<file path="config.mk">
export PLATFORM = sky130hd
export DESIGN_NAME = guess_game_ctrl
export DESIGN_NICKNAME = d
export VERILOG_FILES = /design/src/rtl/guess_game_ctrl.sv
export SDC_FILE = /design/constraint.sdc
export NUM_CORES = 1
export LEC_CHECK = 0
export ABC_AREA = 1
export BUFFER_PORTS_ARGS = -buffer_cell sky130_fd_sc_hd__clkbuf_2
export CELL_PAD_IN_SITES_DETAIL_PLACEMENT = 0
export CELL_PAD_IN_SITES_GLOBAL_PLACEMENT = 2
export CORE_UTILIZATION = 24
export DETAILED_ROUTE_END_ITERATION = 8
export PLACE_DENSITY_LB_ADDON = 0.1
export SYNTH_ARGS = -nofsm -noshare
export SYNTH_HDL_FRONTEND = slang
export SYNTH_SLANG_ARGS = --single-unit
</file>
<file path="constraint.sdc">
create_clock -name clk -period 2.78 [get_ports clk]
set_input_delay 0.417 -clock clk [delete_from_list [all_inputs] [get_ports clk]]
set_output_delay 0.417 -clock clk [all_outputs]
set_load 0.02 [all_outputs]
</file>
<file path="src/rtl/guess_game_ctrl.sv">
// Game sequencer for the dual hex-digit guess/secret store.
// It edge-detects enter, steers digits into the store, compares the words and tracks tries.
module guess_game_ctrl #(
  parameter int DIGITS    = 4,
  parameter int MAX_TRIES = 8,
  parameter int TRY_W     = 4,
  parameter int MATCH_W   = 3
) (
  input  logic                  clk,
  input  logic                  reset,
  input  logic                  start,
  input  logic                  enter_btn,
  input  logic [4*DIGITS-1:0]   guess_word,
  input  logic [4*DIGITS-1:0]   secret_word,
  output logic                  store_sel,
  output logic                  store_enter,
  output logic                  store_clr,
  output logic [2:0]            digit_cnt,
  output logic [MATCH_W-1:0]    match_cnt,
  output logic [TRY_W-1:0]      tries_left,
  output logic [2:0]            state_o,
  output logic                  win,
  output logic                  lose
);

  typedef enum logic [2:0] {
    IDLE     = 3'd0,
    LD_SEC   = 3'd1,
    LD_GUESS = 3'd2,
    SETTLE   = 3'd3,
    COMPARE  = 3'd4,
    WIN      = 3'd5,
    LOSE     = 3'd6
  } state_t;

  state_t             state;
  logic               enter_q;
  logic               enter_rise;
  logic [MATCH_W-1:0] match_now;

  assign enter_rise = enter_btn & ~enter_q;
  assign state_o    = 3'(state);

  always_comb begin
    match_now = '0;
    for (int unsigned i = 0; i < DIGITS; i++) begin
      if (guess_word[4*i +: 4] == secret_word[4*i +: 4])
        match_now = match_now + MATCH_W'(1);
    end
  end

  always_ff @(posedge clk) begin
    if (reset) begin
      state       <= IDLE;
      enter_q     <= 1'b0;
      store_sel   <= 1'b0;
      store_enter <= 1'b0;
      store_clr   <= 1'b1;
      digit_cnt   <= '0;
      match_cnt   <= '0;
      tries_left  <= TRY_W'(MAX_TRIES);
      win         <= 1'b0;
      lose        <= 1'b0;
    end else begin
      enter_q     <= enter_btn;
      store_enter <= 1'b0;
      store_clr   <= 1'b0;
      if (start) begin
        state      <= LD_SEC;
        store_clr  <= 1'b1;
        store_sel  <= 1'b0;
        digit_cnt  <= '0;
        match_cnt  <= '0;
        tries_left <= TRY_W'(MAX_TRIES);
        win        <= 1'b0;
        lose       <= 1'b0;
      end else begin
        case (state)
          LD_SEC, LD_GUESS: begin
            // store_sel follows the state one cycle late, so the last secret
            // digit's enter pulse still sees the secret register selected.
            store_sel <= (state == LD_GUESS);
            if (enter_rise) begin
              store_enter <= 1'b1;
              if (digit_cnt == 3'(DIGITS - 1)) begin
                digit_cnt <= '0;
                state     <= (state == LD_SEC) ? LD_GUESS : SETTLE;
              end else begin
                digit_cnt <= digit_cnt + 3'd1;
              end
            end
          end
          SETTLE: state <= COMPARE;
          COMPARE: begin
            match_cnt <= match_now;
            if (tries_left != '0)
              tries_left <= tries_left - TRY_W'(1);
            if (match_now == MATCH_W'(DIGITS)) begin
              win   <= 1'b1;
              state <= WIN;
            end else if (tries_left == TRY_W'(1)) begin
              lose  <= 1'b1;
              state <= LOSE;
            end else begin
              state <= LD_GUESS;
            end
          end
          default: ;
        endcase
      end
    end
  end

endmodule

</file>
After elaboration in Yosys (flattened, before gate mapping)
Cells that the tools add are included.
- bits in registers: 19
- bits of input ports: 36
- output and inout port bits: 18
- logic and storage cells: 61
- add/sub/neg operators: 5
- equality and inequality tests: 15
- mux-type cells: 14
- bitwise operators: 4
- reductions and logical operators: 12
- operators with widths (kind ; count):
    $mux W3 ; 8
    $eq A4 B4 Y1 ; 4
    $add A3 B1 Y3 const B ; 4
    $eq A3 B2 Y1 const B ; 3
    $pmux W3 S3 ; 1
    $reduce_and A3 Y1 ; 3
    $reduce_bool A4 Y1 ; 2
    $eq A3 B3 Y1 const B ; 2
    $ne A3 B3 Y1 const B ; 2
    $reduce_and A2 Y1 ; 3
    $mux W1 ; 5
    $eq A4 B1 Y1 const B ; 1
    $ne A2 B2 Y1 const B ; 2
    $reduce_or A2 Y1 ; 2
    $sub A4 B1 Y4 const B ; 1
    $eq A3 B1 Y1 const B ; 1
    $not A1 Y1 ; 3
    $reduce_bool A3 Y1 ; 1
    $reduce_or A3 Y1 ; 1
    $and A1 B1 Y1 ; 1

Depth between registers and ports, before layout
- word-level depth: 12
- mapped depth: 17
- gate-level depth less buffers: 17

Worst setup path before layout
Ideal clock, no wire load.
- path kind: input to register
- start point: in secret_word[3]
- end point: reg state[0], in the netlist state_o[0]
- library setup time: 0.066 ns
- arrival time: 2.340 ns
- data required time: 2.714 ns
- path slack: 0.374 ns
- cell stages on the path: 15
- buffers on the path: 0
- path through: or2_2 -> a21oi_1 -> and3_1 -> ha_1 -> inv_1 -> nand2_1 -> nand2_1 -> inv_1 -> ha_1 -> or2_0 -> nand2_2 -> nand2_2 -> o21bai_2 -> nand2_1 -> a21oi_2
- longest elaborated chain between the ends: 12
- ends and longest elaborated chain (item ; RTL line ; text):
    start, declared ; 14 ; input logic [4*DIGITS-1:0] secret_word,
    $eq A4 B4 Y1 * ; 47 ; if (guess_word[4*i +: 4] == secret_word[4*i +: 4])
    $mux W1 * ; 47 ;
    $add A3 B1 Y3 ; 48 ; match_now = match_now + MATCH_W'(1);
    $mux W3 * ; 47 ;
    $add A3 B1 Y3 ; 48 ;
    $mux W3 * ; 47 ;
    $add A3 B1 Y3 ; 48 ;
    $mux W3 * ; 47 ;
    $eq A3 B3 Y1 * ; 98 ; if (match_now == MATCH_W'(DIGITS)) begin
    $mux W3 * ; 98 ;
    $pmux W3 S3 * ; 78 ; case (state)
    $mux W1 * ; 68 ; if (start) begin
    end signal, assigned ; 87 ; state <= (state == LD_SEC) ? LD_GUESS : SETTLE;
    end, declared ; 36 ; state_t state;
Every way passes the cells marked *; elsewhere a longest branch is shown, timed or not.
A chain may end at the register's enable or synchronous reset.

Worst setup path after layout
Same ends and word-level chain as after synthesis.

==> results.md <==
- Outcome: finished, final reports clean
- Final setup fails: 0
- Setup_tns: 0 ns
- Finished Layout Cells: ~320
- Final worst slack: slightly above 0.4 ns
- Post-CTS sizing: 0
- Hold WC Path Type: in2reg
- Worst slew pin tran: ~0.32 ns
- Top post-synthesis cells by count: 42 x nand2_1, 39 x inv_1, 19 x dfxtp_1, 18 x nor2_1, 12 x nand3_1
- P_leak: approximately 0.93 nW
- EDFF count, synth: 0
- GR Overflow Total: 0
- Crit Path Class: in2reg
- Sequential area share after synthesis: 29.7%
- Hold Buf Count CTS: 0
- Initial antenna violation count: 0
- Total vias in the final route: 1257
- DRC: 0
- Clk network pwr share: between 30% and 40%
- Synth cell types: 28
- Vias/cell: slightly below 4
- Fin crit period: 2.36 ns
- Worst clock skew: between 0.003 and 0.004 ns
- Wirelength, routed: 2760 um
- Critical R2R Launch: state_o[2]$_SDFFE_PP0P_
- Hold_sp: reset
- # rows: 26
- Max_cap viols: 0
- Largest net degree at the start of global routing: 11
- First-pass GRT wire length: around 4700 um
- Comb pwr share: between 10% and 20%
- Clock-pin slew on the worst setup and hold paths: 0.07 ns
- Post-Place Cells: approximately 320
- GP Congestion: slightly above 0.7
- Net Sw Frac: 26.2%
- Post-DP HPWL: about 2300 um
- Compound-gate portion of the synthesized area: about 14%
- Post-synthesis mux area share: 0%
- Reg2Reg Setup Slack: 1.18 ns
- Critical Path End Type: flop
- Setup repair bufs after CTS: 0
- Hold worst-path end: state_o[0]$_SDFFE_PP0P_
- Int Pwr: between 400 and 500 uW
- Slew HR: between 70 and 80%
- Average routed wire per standard cell: between 8 and 9 um
- Clock sink total: 19
- CTS Buffer Depth: 2
- Power density cells: 340 mW/mm^2
- Root buffer cell: clkbuf_8
- Area delta synth->final: 31.7%
- Die W: between 70 and 80 um
- ANT nets after route: 0
- Worst Path Required: approximately 3 ns
- Dominant cells by area after synthesis: dfxtp_1 30%, nand2_1 12%, inv_1 11%
- Post-Synth Adder-Cell Area: roughly 7%
- Clock Latency Late Sink: 0.26 ns
- Kind of start point of the critical path: input pin
- Xor-xnor portion of the synthesized cell area: under 10%
- Total CTS buffers: 3
- Number of synthesized register bits: 19
- Depth of the worst hold-timing path: 2
- Fill cell count: 578
- Core area: 0.00511 mm^2
- Final Util: between 30% and 40%
- H-Tree Depth: 1
- Initial Util: between 20% and 30%
- Switching pwr: around 150 uW
- Die area: ~0.0056 mm^2
- FF-to-FF End: state_o[0]$_SDFFE_PP0P_
- IO Count: 54
- Register-to-Register Path Depth: 10
- Critical path arrival: 2.56 ns
- Post-Synth Simple-Gate Area: roughly 32%
- Largest area contributor in the synthesized netlist: dfxtp_1
- Ant diodes: 0
- Drt pass-1 iters: 4
- Vias in the first global route: 1087
- Die height: between 70 and 80 um
- Top-area cell type share of the netlist area: 29.7%
- Unrepaired setup endpoints after global routing: false
- Total track usage: between 10% and 20%
- Most common cell in the netlist: nand2_1
- PortBufs: 53
- Final hold violations: 0
- Top FF cell, synth: dfxtp_1
- Syn Inst Count: 191
- Layout cells sized above 1: 31.3%
- Dominant combinational cell family by area after synthesis: simple AND/OR/NAND/NOR gates
- Synth warn: 0
- Final net count: between 200 and 300
- Maximum fanout along the worst path: 3
- Mapped Area: 0.00128 mm^2
- FFs w/ async S/R, synth: 0%
- Fin crit share: 85.1%
- Post-synth net total: between 200 and 250
- Peak supply drop: 0.000142 V
- Max Slew Vio Count: 0
- Mean Syn Cell Area: between 6 and 7 um^2
- Fmax: ~420 MHz
- Worst hold slack: ~0.35 ns
- DRT iter0 DRCs: 26
- Sequential power share: ~50%
- CTS tree: built
- Dpl ws: approximately 0.13 ns
power groups by stage:
stage	registers, mW	logic [mW]	clock network [mW]
6_report	0.278	0.0979	0.196
5_1_grt	0.278	0.114	0.218
4_1_cts	0.278	0.100	0.206
3_5_place_dp	0.284	0.0996	0
3_3_place_gp	0.284	0.100	0
2_1_floorplan	0.287	0.0538	0
cell type report:
cell class,count,area (um^2),share of cell area (%)
Clock buffer,4,45.0,2.67
Inverter,42,158,9.36
Multi-Input combinational cell,130,741,44.0
Sequential cell,19,380,22.6
Tap cell,70,87.6,5.20
Timing Repair Buffer,54,273,16.2
placed cells by master, fill, tap and decap left out, types with 3 or more instances in the layout:
cell       n
clkbuf_2  53
nand2_1   42
inv_1     39
dfxtp_1   19
nor2_1    18
nand3_1   12
a21oi_1   10
ha_1       7
o21ai_0    6
nand2_2    5
xnor2_1    4
nor2_2     4
o211ai_1   3
clkbuf_8   3
critical path: stages:
cell and delay, ns:
clkbuf_2 0.08, or2_2 0.28, a21oi_1 0.13, and3_1 0.19, ha_1 0.26, inv_1 0.06
nand2_1 0.06, nand2_1 0.08, inv_1 0.04, ha_1 0.25, or2_0 0.23, nand2_2 0.09
nand2_2 0.07, o21bai_2 0.13, nand2_1 0.08, a21oi_2 0.11
per-layer routing:
layer	GRT usage (%)	share of wire, %
met5	0	0
met4	1.89	0.29
met3	3.35	7.6
met2	16.1	39
met1	15.3	54
metrics by stage:
step | power (mW) | instance area [um^2]
after floorplan | 0.341 | 1280
after detailed placement | 0.384 | 1640
after global routing | 0.610 | 1680
after global placement | 0.384 | 1640
final | 0.572 | 1680
after CTS | 0.583 | 1680
worst max path at each step:
stage                         from                 endpoint  slack [ns]
floorplan           secret_word[3]  state_o[0]$_SDFFE_PP0P_        0.37
global placement    secret_word[3]  state_o[0]$_SDFFE_PP0P_        0.15
detailed placement  secret_word[3]  state_o[0]$_SDFFE_PP0P_        0.13
CTS                 secret_word[3]  state_o[0]$_SDFFE_PP0P_        0.39
global route        secret_word[3]  state_o[0]$_SDFFE_PP0P_        0.21
finish              secret_word[3]  state_o[0]$_SDFFE_PP0P_        0.42
state kept, by name, indices dropped and copies added (netlist names), 3 cells and up:
register / count
match_cnt: 3
state_o: 3
tries_left: 4
digit_cnt: 3
cell families (layout without fill, tap and decap cells):
family          after synthesis  count (layout)
buf+inv                      42             100
flops                        19              19
compound gates               27              27
simple gates                 90              90
xor+xnor                      6               6
fa+ha+maj                     7               7
No activity file was read; power rests on OpenSTA's default activity.
